File: config.mk
export PLATFORM = sky130hd
export DESIGN_NAME = search_arbiter
export DESIGN_NICKNAME = d
export VERILOG_FILES = /design/src/rtl/search_arb_pkg.sv /design/src/rtl/rr_arbiter.sv /design/src/rtl/search_arbiter.sv
export SDC_FILE = /design/constraint.sdc
export NUM_CORES = 1
export LEC_CHECK = 0
export CAP_MARGIN = 20
export CORE_MARGIN = 3
export CORE_UTILIZATION = 39
export CTS_CLUSTER_DIAMETER = 200
export DETAILED_ROUTE_END_ITERATION = 8
export PLACE_DENSITY_LB_ADDON = 0.1
export SYNTH_ARGS = -nofsm -noshare
export SYNTH_HDL_FRONTEND = slang
export SYNTH_SLANG_ARGS = --single-unit
File: constraint.sdc
create_clock -name clk -period 2.7 [get_ports clk]
set_input_delay 0.81 -clock clk [delete_from_list [all_inputs] [get_ports clk]]
set_output_delay 0.81 -clock clk [all_outputs]
set_load 0.005 [all_outputs]
File: src/rtl/search_arb_pkg.sv
// Shared state encoding, width defaults and result record for the search arbiter.
package search_arb_pkg;

  localparam int DATA_W_DEF = 8;
  localparam int ADDR_W_DEF = 5;

  typedef enum logic [1:0] {
    IDLE,
    CLEAR,
    RUN,
    RESP
  } state_t;

  typedef struct packed {
    logic                  found;
    logic                  err;
    logic [ADDR_W_DEF-1:0] loc;
  } result_t;

endpackage

File: src/rtl/rr_arbiter.sv
// Combinational round-robin pick: first requester at or after ptr, wrapping modulo N_REQ.
module rr_arbiter #(
  parameter int N_REQ = 2,
  parameter int IDX_W = $clog2(N_REQ)
) (
  input  logic [N_REQ-1:0] req,
  input  logic [IDX_W-1:0] ptr,
  output logic [N_REQ-1:0] grant,
  output logic [IDX_W-1:0] grant_idx
);

  // Scan from the farthest offset down so the nearest pending requester wins last.
  always_comb begin
    grant     = '0;
    grant_idx = '0;
    for (int off = N_REQ - 1; off >= 0; off--) begin
      if (req[(int'(ptr) + off) % N_REQ]) begin
        grant                                = '0;
        grant[(int'(ptr) + off) % N_REQ]     = 1'b1;
        grant_idx                            = IDX_W'((int'(ptr) + off) % N_REQ);
      end
    end
  end

endmodule

File: src/rtl/search_arbiter.sv
// Time-shares one binary-search engine among N_REQ requesters; a watchdog turns a
// stuck engine into an error response so the other requesters keep being served.
module search_arbiter
  import search_arb_pkg::*;
#(
  parameter int N_REQ   = 2,
  parameter int DATA_W  = DATA_W_DEF,
  parameter int ADDR_W  = ADDR_W_DEF,
  parameter int TIMEOUT = 64
) (
  input  logic                    clk,
  input  logic                    reset,
  input  logic [N_REQ-1:0]        req,
  input  logic [N_REQ*DATA_W-1:0] key,
  output logic [N_REQ-1:0]        ack,
  output logic                    rsp_found,
  output logic [ADDR_W-1:0]       rsp_loc,
  output logic                    rsp_err,
  output logic                    busy,
  output logic                    eng_clear,
  output logic                    eng_start,
  output logic [DATA_W-1:0]       eng_A,
  input  logic                    eng_done,
  input  logic                    eng_found,
  input  logic [ADDR_W-1:0]       eng_loc
);

  localparam int IDX_W = $clog2(N_REQ);
  localparam int WD_W  = $clog2(TIMEOUT);
  localparam logic [WD_W-1:0]  WD_MAX   = WD_W'(TIMEOUT - 1);
  localparam logic [IDX_W-1:0] LAST_IDX = IDX_W'(N_REQ - 1);

  state_t             state;
  logic [IDX_W-1:0]   rr_ptr;
  logic [IDX_W-1:0]   gnt_idx;
  logic [DATA_W-1:0]  key_lat;
  logic [WD_W-1:0]    wdog;
  logic [N_REQ-1:0]   pick;
  logic [IDX_W-1:0]   pick_idx;
  logic [N_REQ-1:0]   gnt_onehot;

  rr_arbiter #(
    .N_REQ (N_REQ),
    .IDX_W (IDX_W)
  ) u_rr (
    .req       (req),
    .ptr       (rr_ptr),
    .grant     (pick),
    .grant_idx (pick_idx)
  );

  assign gnt_onehot = N_REQ'(1) << gnt_idx;
  assign busy       = (state != IDLE);

  // The engine is held in reset both by our own reset and for the one CLEAR cycle.
  assign eng_clear  = reset | (state == CLEAR);

  always_ff @(posedge clk or posedge reset) begin
    if (reset) begin
      state     <= IDLE;
      rr_ptr    <= '0;
      gnt_idx   <= '0;
      key_lat   <= '0;
      wdog      <= '0;
      ack       <= '0;
      rsp_found <= 1'b0;
      rsp_loc   <= '0;
      rsp_err   <= 1'b0;
      eng_start <= 1'b0;
      eng_A     <= '0;
    end else begin
      ack <= '0;
      case (state)
        IDLE: begin
          if (|pick) begin
            key_lat <= key[pick_idx*DATA_W +: DATA_W];
            gnt_idx <= pick_idx;
            state   <= CLEAR;
          end
        end
        CLEAR: begin
          eng_start <= 1'b1;
          eng_A     <= key_lat;
          wdog      <= '0;
          state     <= RUN;
        end
        RUN: begin
          // Saturating so the timeout compare can never be skipped by a wrap.
          if (wdog != WD_MAX)
            wdog <= wdog + 1'b1;
          if (eng_done) begin
            rsp_found <= eng_found;
            rsp_loc   <= eng_found ? eng_loc : '0;
            rsp_err   <= 1'b0;
            ack       <= gnt_onehot;
            eng_start <= 1'b0;
            state     <= RESP;
          end else if (wdog == WD_MAX) begin
            rsp_found <= 1'b0;
            rsp_loc   <= '0;
            rsp_err   <= 1'b1;
            ack       <= gnt_onehot;
            eng_start <= 1'b0;
            state     <= RESP;
          end
        end
        RESP: begin
          rr_ptr <= (gnt_idx == LAST_IDX) ? '0 : gnt_idx + 1'b1;
          wdog   <= '0;
          state  <= IDLE;
        end
        default: state <= IDLE;
      endcase
    end
  end

endmodule

==> summary by stage <==
Drt
The total number of vias is 1144. The number of detailed-routing iterations run before antenna repair is 4. After detailed routing, the average wire length per cell comes to 13.97 µm. The detail route stage leaves a number of antenna-violating nets equal to 0. The first routing iteration left 94 violations. The total length of routed wires is 3282 µm. After detailed routing, the number of vias per cell comes to 4.868. The DRC violations left is 0.

Finish
In the final layout, the share of cells above drive strength 1 is 14.97%. The number of antenna repair diodes is 0. The total non-filler cell area in the finished layout is 0.002233 mm². The flip-flop and latch area is 900.9 µm². In the layout the commonest cells are 45 x sky130_fd_sc_hd__clkdlybuf4s50_1, 36 x sky130_fd_sc_hd__dfrtp_1, 13 x sky130_fd_sc_hd__o21ai_1.

The final instance count without filler cells is 235. Leaving out fill and tap cells, the most frequent cell in the layout is sky130_fd_sc_hd__clkdlybuf4s50_1. Counting the fill cells in the layout gives 322.

The multi-input combinational cells in the finished layout cover a total of 678.2 µm². From synthesis to final layout, the design area changed by 37.20%. The number of nets in the finished design is 218.

STA
The largest clock skew in the final design is 0.005236 ns. Setup repair after global routing left no endpoint under its margin. For the pin with the worst max-slew slack, the measured transition is 0.6130 ns. Based on the critical path, the design can be clocked at up to 390.9 MHz. Subtracting the final worst setup slack from the clock period gives 2.558 ns.

The worst pin sits at a relative slew slack of 59.13%. In the finished design, the share of the clock period the worst path needs comes to 94.74%. The number of max-slew violations in the final report is 0. The count of final hold-check violations is 0. Setup violations remaining at the end of the flow were counted as 0. After routing, the total negative slack on setup checks comes to 0 ns.

Worst setup path
The endpoint type of the worst setup path is a primary output. Along the worst path, the maximum fanout reaches 2. The largest individual stage delay along the critical path comes from the cell sky130_fd_sc_hd__clkdlybuf4s50_1. Walking the worst path, the cells encountered are clkdlybuf4s50_1 > or2_2 > dlygate4sd2_1. The critical path in this run is classified as in2out. The kind of cell with the highest combined delay along the critical path is buffers and inverters. STA classifies the critical path startpoint as an input port.

The worst register-to-register path ends at state[1]$_DFFE_PP0P_. The reg2reg setup slack is 0.74 ns. The arrival time at the worst endpoint is 1.75 ns.

The worst path buffer plus inverter count is 2. The reg-to-reg startpoint is state[0]$_DFFE_PP0P_. The required time of the worst setup path is 1.89 ns. In this design, the stage delay of the slowest critical-path cell is 0.41 ns. Measured in cells, the most critical reg-to-reg path has a length of 6.

Placed design
The number of port buffers is 46. The placed standard-cell area is 0.002145 mm². The weighted congestion at the end of routability-driven global placement is 0.7788. The number of instances in the placed design is 227.

The HPWL reported at the end of detailed placement is 2498 µm.

Yosys
The number of library cell types mapped by synthesis is 31. The sequential share of the synthesized area is 55.34%. The synthesized design contains 0 enable-type register cells. The post-synth design cell area is 0.001628 mm². The number of warnings printed during yosys synthesis is 0. After technology mapping, the gate count stands at 135. Synthesis produced a netlist with a net count of 167. The async set or reset register ratio after synthesis is 100.0%. A synthesized cell averages 12.06 µm². The flip-flop cell with the highest count after synthesis is sky130_fd_sc_hd__dfrtp_1. The synthesized design contains 36 register bits.

Die
The die is 70.61 µm wide. The die covers 0.004985 mm². The count of boundary I/O pins is 47. The number of rows created at floorplan is 22.

The overall die height is 70.61 µm. The initial cell density of the core is 42.54%. In this run the standard cell core region covers 0.003826 mm².

Global route
The number of global-route vias before repair was 1161. The global-route usage over all layers is 14.01%. Entering global routing, the biggest net connects 37 pins. The total overflow left after global routing is 0.

The number of antenna violations at the first check in global routing is 0. The wire length of the first global-routing pass is 5513 µm.

Status
The flow ran to the end, and the final reports show no timing, DRC or antenna violations.

Hold path
The min-delay analysis places its worst path in the category reg2reg. The startpoint identified for the worst hold timing path is rsp_found$_DFFE_PP0P_. The hold path depth is 1. The path with the worst hold slack has its endpoint at rsp_found$_DFFE_PP0P_.

CTS
In this run the number of H-tree levels came out at 2. The longest clock path from root to sink contains 2 buffers. The TritonCTS clock tree is built. The clock-pin slew on the worst setup and hold paths is 0.07 ns. The clock reaches the later pin of the worst-skew pair after 0.28 ns. The cell at the root of the clock tree is sky130_fd_sc_hd__clkbuf_8.

The number of buffers inserted during clock tree synthesis is 5. The number of sinks handled by clock tree synthesis is 36.

Power
The power per cell area is 985.6 mW/mm². The peak ir drop on the vdd network is 420.0 µV. Summed over all cells, the static leakage comes to 1.023 nW.

Job
The max-capacitance violation count is 0.
## worst max path at each step
stage	end	startpoint	slack (ns)	cells past startpoint
after global routing	busy	state[0]$_DFFE_PP0P_	0.11	4
after detailed placement	eng_clear	reset	-0.04	3
after global placement	eng_clear	reset	-0.04	3
after floorplan	eng_clear	reset	0.81	1
final	eng_clear	reset	0.14	3
after CTS	eng_clear	reset	0.14	3
## cell usage after synthesis (2+ instances only)
| master | instances | share of area, % |
|---|---|---|
| sky130_fd_sc_hd__mux2i_1 | 8 | 4.9 |
| sky130_fd_sc_hd__xor2_1 | 4 | 2.2 |
| sky130_fd_sc_hd__a22o_1 | 5 | 2.7 |
| sky130_fd_sc_hd__buf_2 | 3 | 0.92 |
| sky130_fd_sc_hd__nand4_1 | 3 | 1.2 |
| sky130_fd_sc_hd__inv_1 | 7 | 1.6 |
| sky130_fd_sc_hd__dfrtp_1 | 36 | 55 |
| sky130_fd_sc_hd__ha_1 | 5 | 3.8 |
| sky130_fd_sc_hd__o21ai_1 | 13 | 4.0 |
| sky130_fd_sc_hd__nor2_1 | 6 | 1.4 |
| sky130_fd_sc_hd__nand2_1 | 12 | 2.8 |
| sky130_fd_sc_hd__mux2_2 | 8 | 5.5 |
| sky130_fd_sc_hd__and3_1 | 2 | 0.77 |
| sky130_fd_sc_hd__and3_4 | 2 | 1.4 |
| sky130_fd_sc_hd__a21oi_1 | 3 | 0.92 |
| sky130_fd_sc_hd__o32ai_1 | 2 | 1.1 |
| sky130_fd_sc_hd__o21ai_4 | 2 | 2.0 |
## cells by family (layout without fill, tap and decap cells)
family | after synthesis | after routing | synth area share, %
adders and majority gates | 5 | 5 | 3.843
muxes | 18 | 18 | 12.07
DFF | 36 | 36 | 55.34
xor gates and xnor gates | 4 | 4 | 2.152
and+or+nand+nor | 30 | 30 | 9.993
buffers and inverters | 12 | 64 | 2.997
AOI/OAI and AO/OA | 30 | 30 | 13.60
## through the flow
step | util, % | power [mW] | hold slack (ns) | setup WS, ns
5_1_grt | 58.37 | 2.377 | 0.5208 | 0.1088
6_report | 58.37 | 2.201 | 0.4878 | 0.1419
2_1_floorplan | - | 1.419 | 0.4461 | 0.8133
3_3_place_gp | 56.05 | 1.808 | 0.4630 | -0.04488
4_1_cts | 58.37 | 2.239 | 0.4898 | 0.1380
3_5_place_dp | 56.05 | 1.856 | 0.4745 | -0.03983
## layer usage
| metal | vias up | global-route usage (%) | wire length, µm |
|---|---|---|---|
| li1 | 572 | - | - |
| met1 | 547 | 18.69 | 1475 |
| met2 | 19 | 21.73 | 1601 |
| met3 | 6 | 4.261 | 165 |
| met4 | 0 | 5.010 | 40 |
| met5 | - | 0 | 0 |
## state kept, by name, indices dropped and copies added (netlist names)
signal,cells
eng_A,8
key_lat,8
wdog,6
rsp_loc,5
ack,2
state,2
eng_start,1
gnt_idx,1
rr_ptr,1
rsp_err,1
rsp_found,1
## what timing repair did
action | in CTS | in global routing
buffers inserted | 0 | 0
hold buffers | 0 | 0
endpoints found under the setup margin | 1 | 0
resized for setup | 1 | 0
## cell type report
class / count / share of cell area [%]
Clock buffer: 8 / 4.034
Inverter: 8 / 1.345
Multi-Input combinational cell: 87 / 30.36
Sequential cell: 36 / 40.34
Tap cell: 48 / 2.689
Timing Repair Buffer: 48 / 21.23
## power breakdown
group	switching [mW]	internal [mW]	leakage, nW	total (mW)
combinational	0.380	0.540	0.520	0.920
sequential	0.138	0.761	0.457	0.899
clock	0.175	0.208	0.0455	0.383
No activity file was read; power rests on OpenSTA's default activity.
